--- src/rtl/bus_master_port.sv ---
// bus_master_port: takes one parallel read/write request at a time and
// serialises it onto the 1-bit address/data bus of the serial memory slave.
// Writes wait for the slave's ready (commit). Reads skip the slave's preamble
// cycle, then deserialise N data bits. A timed-out or truncated response is
// reported as done with err set.
module bus_master_port #(
   parameter int N       = 8,
   parameter int ADN     = 12,
   parameter int TIMEOUT = 64
) (
   input  logic           clk,
   input  logic           rstn,
   input  logic           req,
   input  logic           req_wr,
   input  logic [ADN-1:0] req_addr,
   input  logic [N-1:0]   req_wdata,
   output logic           req_ack,
   output logic           busy,
   output logic           done,
   output logic           err,
   output logic [N-1:0]   rdata,
   output logic           validIn,
   output logic           wren,
   output logic           Address,
   output logic           DataIn,
   input  logic           ready,
   input  logic           validOut,
   input  logic           DataOut
);

   localparam int KW = $clog2(ADN) + 1;
   localparam int TW = $clog2(TIMEOUT) + 1;
   localparam int IW = $clog2(ADN);

   typedef enum logic [2:0] {IDLE, SHIFT, WWAIT, RWAIT, RDATA} state_t;

   state_t         state, state_d;
   logic [ADN-1:0] addr_q, addr_d;
   logic [N-1:0]   wdata_q, wdata_d;
   logic           wr_q, wr_d;
   logic [KW-1:0]  k_q, k_d;
   logic [TW-1:0]  t_q, t_d;
   logic           first_q, first_d;
   logic [N-1:0]   sh_q, sh_d;
   logic           req_ack_d, busy_d, done_d, err_d;
   logic [N-1:0]   rdata_d;
   logic           validIn_d, wren_d, Address_d, DataIn_d;
   logic [ADN-1:0] wpad;
   logic [IW-1:0]  k_idx;

   // Write data zero-extended to address width, so data bits line up with
   // the low N address bits and the leading positions shift out as 0.
   assign wpad  = ADN'(wdata_q);
   assign k_idx = k_q[IW-1:0];

   // State, latched request, counters and all registered outputs.
   always_ff @(posedge clk or negedge rstn) begin
      if (!rstn) begin
         state   <= IDLE;
         addr_q  <= '0;
         wdata_q <= '0;
         wr_q    <= 1'b0;
         k_q     <= '0;
         t_q     <= '0;
         first_q <= 1'b0;
         sh_q    <= '0;
         req_ack <= 1'b0;
         busy    <= 1'b0;
         done    <= 1'b0;
         err     <= 1'b0;
         rdata   <= '0;
         validIn <= 1'b0;
         wren    <= 1'b0;
         Address <= 1'b0;
         DataIn  <= 1'b0;
      end else begin
         state   <= state_d;
         addr_q  <= addr_d;
         wdata_q <= wdata_d;
         wr_q    <= wr_d;
         k_q     <= k_d;
         t_q     <= t_d;
         first_q <= first_d;
         sh_q    <= sh_d;
         req_ack <= req_ack_d;
         busy    <= busy_d;
         done    <= done_d;
         err     <= err_d;
         rdata   <= rdata_d;
         validIn <= validIn_d;
         wren    <= wren_d;
         Address <= Address_d;
         DataIn  <= DataIn_d;
      end
   end

   // Next-state and next-output logic; bus lines default to idle (all 0).
   always_comb begin
      state_d   = state;
      addr_d    = addr_q;
      wdata_d   = wdata_q;
      wr_d      = wr_q;
      k_d       = k_q;
      t_d       = t_q;
      first_d   = first_q;
      sh_d      = sh_q;
      req_ack_d = 1'b0;
      busy_d    = busy;
      done_d    = 1'b0;
      err_d     = 1'b0;
      rdata_d   = rdata;
      validIn_d = 1'b0;
      wren_d    = 1'b0;
      Address_d = 1'b0;
      DataIn_d  = 1'b0;

      case (state)
         IDLE: begin
            // Accepting edge also drives the header cycle (ignored by slave).
            if (req && ready && !busy) begin
               addr_d    = req_addr;
               wdata_d   = req_wdata;
               wr_d      = req_wr;
               req_ack_d = 1'b1;
               busy_d    = 1'b1;
               validIn_d = 1'b1;
               wren_d    = req_wr;
               k_d       = KW'(ADN - 1);
               state_d   = SHIFT;
            end
         end

         SHIFT: begin
            validIn_d = 1'b1;
            wren_d    = wr_q;
            Address_d = addr_q[k_idx];
            DataIn_d  = wr_q & wpad[k_idx];
            if (k_q == '0) begin
               // Bit 0 goes out on this edge; the next edge idles the bus.
               t_d     = '0;
               first_d = 1'b1;
               state_d = wr_q ? WWAIT : RWAIT;
            end else begin
               k_d = k_q - KW'(1);
            end
         end

         WWAIT: begin
            // ready is still stale from before the request in the first cycle.
            first_d = 1'b0;
            if (!first_q && ready) begin
               done_d  = 1'b1;
               busy_d  = 1'b0;
               state_d = IDLE;
            end else if (t_q == TW'(TIMEOUT - 1)) begin
               done_d  = 1'b1;
               err_d   = 1'b1;
               busy_d  = 1'b0;
               state_d = IDLE;
            end else begin
               t_d = t_q + TW'(1);
            end
         end

         RWAIT: begin
            // First validOut cycle is the preamble; its data bit is dropped.
            if (validOut) begin
               k_d     = '0;
               state_d = RDATA;
            end else if (t_q == TW'(TIMEOUT - 1)) begin
               done_d  = 1'b1;
               err_d   = 1'b1;
               busy_d  = 1'b0;
               state_d = IDLE;
            end else begin
               t_d = t_q + TW'(1);
            end
         end

         RDATA: begin
            if (validOut) begin
               sh_d = (sh_q << 1) | N'(DataOut);
               if (k_q == KW'(N - 1)) begin
                  rdata_d = sh_d;
                  done_d  = 1'b1;
                  busy_d  = 1'b0;
                  state_d = IDLE;
               end else begin
                  k_d = k_q + KW'(1);
               end
            end else begin
               // Burst ended early: report error and keep the old rdata.
               done_d  = 1'b1;
               err_d   = 1'b1;
               busy_d  = 1'b0;
               state_d = IDLE;
            end
         end

         default: state_d = IDLE;
      endcase
   end

endmodule

--- config.mk ---
export PLATFORM = sky130hd
export DESIGN_NAME = bus_master_port
export DESIGN_NICKNAME = d
export VERILOG_FILES = /design/src/rtl/bus_master_port.sv
export SDC_FILE = /design/constraint.sdc
export NUM_CORES = 1
export LEC_CHECK = 0
export CAP_MARGIN = 20
export CORE_UTILIZATION = 25
export CTS_CLUSTER_SIZE = 20
export DETAILED_ROUTE_END_ITERATION = 10
export SLEW_MARGIN = 0
export SYNTH_ARGS = -nofsm -noshare
export SYNTH_HDL_FRONTEND = slang
export SYNTH_SLANG_ARGS = --single-unit
--- constraint.sdc ---
create_clock -name clk -period 2.9 [get_ports clk]
set_input_delay 0.58 -clock clk [delete_from_list [all_inputs] [get_ports clk]]
set_output_delay 0.58 -clock clk [all_outputs]
set_load 0.01 [all_outputs]
== Yosys cells after proc, flatten, opt, wreduce, memory -nomap -nowiden ==
Cells that the tools add are included.

* $add $sub $neg: 3
* $lt $le $gt $ge: 1
* Eq/ne operators: 15
* Muxes and demuxes: 49
* Bitwise logic cells: 2
* Reductions and logical operators: 19

{| class="wikitable"
|+ Operators by type and width
! kind !! count
|-
| $mux 7 || 4
|-
| $mux 5 || 5
|-
| $mux 1 || 22
|-
| $mux 3 || 7
|-
| $pmux 7 s3 || 1
|-
| $pmux 5 s4 || 1
|-
| $ne 2x2->1 const B || 8
|-
| $pmux 3 s5 || 1
|-
| $bmux 1 s4 || 2
|-
| $or 8x1->8 || 1
|-
| $reduce_and 4->1 || 2
|-
| $reduce_bool 4->1 || 2
|-
| $add 7x1->7 const B || 1
|-
| $eq 7x6->1 const B || 1
|-
| $eq 3x2->1 const B || 2
|-
| $pmux 1 s2 || 3
|-
| $pmux 1 s3 || 2
|-
| $reduce_and 2->1 || 3
|-
| $reduce_and 3->1 || 2
|-
| $reduce_and 6->1 || 1
|-
| $add 5x1->5 const B || 1
|-
| $eq 5x3->1 const B || 1
|-
| $logic_not 5->1 || 1
|-
| $lt 4x5->1 const B || 1
|-
| other kinds (11) || 14
|}

* Register bits: 60
* Input port bits: 27
* Output and inout bits: 16
* Logic and storage cells: 106

== Logic depth before layout (Yosys ltp) ==
* Word-level depth: 4
* Mapped depth: 9
* Gate-level depth less buffers: 8

== Worst setup path after synthesis ==
No wires, ideal clock.

* Path kind: register to register
* Start: register state[1]
* End: register k_q[3]
* Library setup time: 125 ps
* Data arrival time: 2,025 ps
* Required time: 2,775 ps
* Path slack: 751 ps
* Stages on the path, launching flop included: 9
* Buffers on the path: 1
* Period minus slack after synthesis: 2,149 ps
* Cell sequence: dfrtp_1 or3b_1 buf_4 ha_1 a21o_1 a21oi_1 xor2_1 o21ai_0 mux2_2

* Cells in the longest elaborated chain, start to end: 3
* Elaborated cells on any way between the ends: 12
* Those cells by class: 8 x eq/ne; 1 x mux; 3 x reduce/logical

{| class="wikitable"
|+ RTL lines
! element !! line !! source
|-
| start, declared || 37 || <nowiki>state_t state, state_d;</nowiki>
|-
| start signal, assigned || 77 || <nowiki>state <= state_d;</nowiki>
|-
| $eq 3x3->1, or another cell as far along || 117 || <nowiki>case (state)</nowiki>
|-
| $reduce_bool 4->1 (no source line) or $ne 2x2->1 (tied branches) || -- ||
|-
| $reduce_and 6->1 (no source line) || -- ||
|-
| end signal, assigned || 81 || <nowiki>k_q <= k_d;</nowiki>
|-
| end, declared || 41 || <nowiki>logic [KW-1:0] k_q, k_d;</nowiki>
|}

Parallel ways exist; a longest one is shown, timed or not.
A chain may end at the register's enable or synchronous reset.

== Worst setup path in the final report ==
* Start: register state[1]
* End: register k_q[4]

Same word-level chain as after synthesis.

==> flow_metrics.env <==
export IMPL_outcome="complete, no violations"
export IMPL_async_flop_share_pct=100
export IMPL_crit_fanout=8
export IMPL_clk_transition_reported_paths_ns=0.05
export IMPL_synth_ff_latch_count=60
export IMPL_ff2ff_path_depth=7
export IMPL_finalNetCount=315
export IMPL_final_layout_size_suffix_gt1_share_pct=25.7
export IMPL_synth_warning_count=0
export IMPL_arrival_time_of_the_worst_setup_path_ns=2.47
export IMPL_timing_critical_path_required_ns=3.09
export IMPL_coreArea_mm2=0.0114
export IMPL_grt_setup_unrepaired="no"
export IMPL_initial_utilization_pct=25.7
export IMPL_syn_cell_area_mm2=0.00294
export IMPL_period_minus_slack_ns=2.27
export IMPL_largest_net_degree_at_the_start_of_global_routing=42
export IMPL_routed_top_layer="met4"
export IMPL_postRouteWirelength_mm=6.07
export IMPL_route_vias_total=1969
export IMPL_hp_class="in2async"
export IMPL_worstSetupEndpointType="flip-flop"
export IMPL_clock_path_buffers=2
export IMPL_post_synth_num_cell_types=50
export IMPL_synth_to_layout_area_growth_pct=29.2
export IMPL_setup_tns_ns=0
export IMPL_met3_wire_len_um=260
export IMPL_clock_sinks=60
export IMPL_via_per_inst=4.57
export IMPL_detailedPlacementHpwl_mm=4.30
export IMPL_worstMarginPinSlew_ns=0.962
export IMPL_port_buffers=42
export IMPL_clk_insertion_delay_late_ns=0.33
export IMPL_dominantRegCellSynth="sky130_fd_sc_hd__dfrtp_1"
export IMPL_gp_congestion=0.769
export IMPL_final_max_slew_violation_count=0
export IMPL_grt_first_pass_wirelength_mm=10.3
export IMPL_cts_buffers_inserted=9
export IMPL_antenna_diode_count=0
export IMPL_dieHeight_um=110
export IMPL_die_w_um=110
export IMPL_ant_nets=0
export IMPL_remaining_drc_errors=0
export IMPL_fp_row_count=39
export IMPL_htree_levels=3
export IMPL_first_global_vias=2070
export IMPL_p_per_area_mw_per_mm2=852
export IMPL_average_cell_area_after_synthesis_um2=12.6
export IMPL_cts_repair_timing_setup_buffer_count=0
export IMPL_p_leak_nw=1.68
export IMPL_floorplan_io_pins=43
export IMPL_drt_iter0_markers=47
export IMPL_fin_ws_ns=0.626
export IMPL_cts_root_buf="sky130_fd_sc_hd__clkbuf_16"
export IMPL_critical_path_class="reg2reg"
export IMPL_rrSetupSlack_ns=0.63
export IMPL_report_final_hold_viol_count=0
export IMPL_yosysSeqAreaShare_pct=51.1
export IMPL_instance_count_of_the_mapped_netlist=233
export IMPL_wl_met2_mm=2.89
export IMPL_max_transition_margin_pct=35.9
export IMPL_final_min_period_over_clock_period_pct=78.4
export IMPL_antenna_found_initial=0
export IMPL_crit_path_start_kind="flip-flop"
export IMPL_syn_num_nets=265
export IMPL_fp_dieArea_mm2=0.0122
export IMPL_cts_repair_resize_count=0
export IMPL_fin_skew_ns=0.00748
export IMPL_filler_cell_count=1187
export IMPL_ctsHoldBuffers=0
export IMPL_synth_edf_count=0
export IMPL_max_freq_mhz=440
export IMPL_timing_final_setup_violations=0
export IMPL_placement_setup_worst_slack_ns=0.542
export IMPL_vdd_ir_drop_max_mv=0.436
export IMPL_met1_length_mm=2.83
export IMPL_gr_usage_all_layers_pct=10.8
export IMPL_detail_route_wl_per_cell_um=14.1
export IMPL_number_of_max_cap_violations=0
export IMPL_cts_tree="yes"
export IMPL_grt_overflow_total=0
export IMPL_detailed_routing_iterations_pass_1=4
registers in the layout (all words and copies together), names as in the netlist, 3 cells and up:
signal	cells
sh_q	7
state	3
addr_q	12
t_q	7
k_q	5
wdata_q	8
rdata	8
synthesized netlist by cell type (all sizes together), types with 3 or more instances:
cell type	count	area share [%]
a21o	4	1.0
nor2	11	2.0
nand2	12	1.5
mux4	5	3.8
o21a	4	1.0
dfrtp	60	51
nand3	6	1.0
nand2b	6	1.3
buf	8	1.6
inv	8	1.0
nor3	7	1.7
or3b	3	0.89
ha	4	1.7
nor2b	4	0.85
mux2	38	16
or2	3	0.64
a21oi	12	2.4
o31ai	3	0.77
clkbuf	3	0.38
o21ai	7	1.3
worst paths after layout:
path                                      startpoint                     end
worst max-delay path            state[1]$_DFFE_PN0P_      k_q[4]$_DFFE_PN0P_
worst min-delay path                            rstn      t_q[2]$_DFFE_PN0P_
worst max register to register  state[1]$_DFFE_PN0P_      k_q[4]$_DFFE_PN0P_
worst min register to register    k_q[4]$_DFFE_PN0P_      k_q[4]$_DFFE_PN0P_
max in group asynchronous                       rstn  wdata_q[0]$_DFFE_PN0P_
min in group clk                  k_q[4]$_DFFE_PN0P_      k_q[4]$_DFFE_PN0P_
critical path, cell delays in order (launching register included):
cell and delay [ns]:
sky130_fd_sc_hd__dfrtp_1 0.38, sky130_fd_sc_hd__or3b_1 0.55, sky130_fd_sc_hd__ha_1 0.37, sky130_fd_sc_hd__nor2b_1 0.17, sky130_fd_sc_hd__o21ai_0 0.26, sky130_fd_sc_hd__a21oi_1 0.12, sky130_fd_sc_hd__o31ai_1 0.20, sky130_fd_sc_hd__o31ai_1 0.10
kinds of logic (layout without fill, tap and decap cells):
family                   after synthesis  count (layout)  share of synthesized area, %
adder cells (fa/ha/maj)                5               5                          2.38
flip-flops                            60              60                          51.1
AND/OR/NAND/NOR                       60              60                          12.0
buffers and inverters                 19              74                          3.02
multiplexers                          44              44                          19.8
XOR/XNOR                               1               1                         0.298
AO/OA/AOI/OAI                         44              44                          11.5
cell usage in the layout, fill, tap and decap left out, types with 2 or more instances in the layout:
cell type | netlist | final
sky130_fd_sc_hd__a21o_1 | 4 | 4
sky130_fd_sc_hd__nand2b_1 | 6 | 6
sky130_fd_sc_hd__buf_4 | 3 | 8
sky130_fd_sc_hd__clkbuf_16 | 0 | 9
sky130_fd_sc_hd__a31oi_1 | 2 | 2
sky130_fd_sc_hd__mux4_2 | 5 | 5
sky130_fd_sc_hd__clkbuf_1 | 3 | 4
sky130_fd_sc_hd__a221o_1 | 2 | 2
sky130_fd_sc_hd__inv_1 | 8 | 8
sky130_fd_sc_hd__ha_1 | 4 | 4
sky130_fd_sc_hd__o31ai_1 | 3 | 3
sky130_fd_sc_hd__a21oi_1 | 11 | 11
sky130_fd_sc_hd__clkdlybuf4s50_1 | 0 | 41
sky130_fd_sc_hd__nand4_1 | 2 | 2
sky130_fd_sc_hd__o21ai_0 | 6 | 6
sky130_fd_sc_hd__nor2b_1 | 4 | 4
sky130_fd_sc_hd__mux2_4 | 8 | 8
sky130_fd_sc_hd__o21a_1 | 4 | 4
sky130_fd_sc_hd__nor2_1 | 10 | 10
sky130_fd_sc_hd__nand3_1 | 6 | 6
sky130_fd_sc_hd__clkinv_2 | 0 | 2
sky130_fd_sc_hd__or2_2 | 2 | 2
sky130_fd_sc_hd__nor3_1 | 5 | 5
sky130_fd_sc_hd__nand2_1 | 12 | 12
sky130_fd_sc_hd__or3b_1 | 3 | 3
sky130_fd_sc_hd__dfrtp_1 | 60 | 60
sky130_fd_sc_hd__mux2_2 | 30 | 30
report_power, final:
part	switching, mW	internal [mW]
clock	0.346	0.598
sequential	0.187	1.09
combinational	0.450	0.565
layout make-up:
class / count / area [um2] / share of cell area [%]
flip-flops and latches: 60 / 1500 / 39.5
inverters: 8 / 30.0 / 0.791
repair buffers: 50 / 475 / 12.5
multi-input cells: 154 / 1350 / 35.5
clock inverters: 2 / 10.0 / 0.264
clock buffers: 14 / 254 / 6.69
well taps: 143 / 179 / 4.71
through the flow:
step / util [%] / instance area (um2) / hold WS [ns] / total power [mW] / cells
final: 33.3 / 3800 / 0.407 / 3.23 / 431
after global routing: 33.3 / 3800 / 0.470 / 3.45 / 431
after CTS: 33.3 / 3800 / 0.422 / 3.28 / 431
after detailed placement: 31.0 / 3530 / 0.478 / 2.31 / 415
after global placement: 31.0 / 3530 / 0.481 / 2.28 / 415
after floorplan: - / 2940 / 0.284 / 2.01 / 233
metal layers:
metal,track usage (%),vias to the layer above
met5,0,-
met4,3.73,0
met3,4.28,7
met2,16.7,44
met1,13.6,972
li1,-,946
No activity file was read; power rests on OpenSTA's default activity.
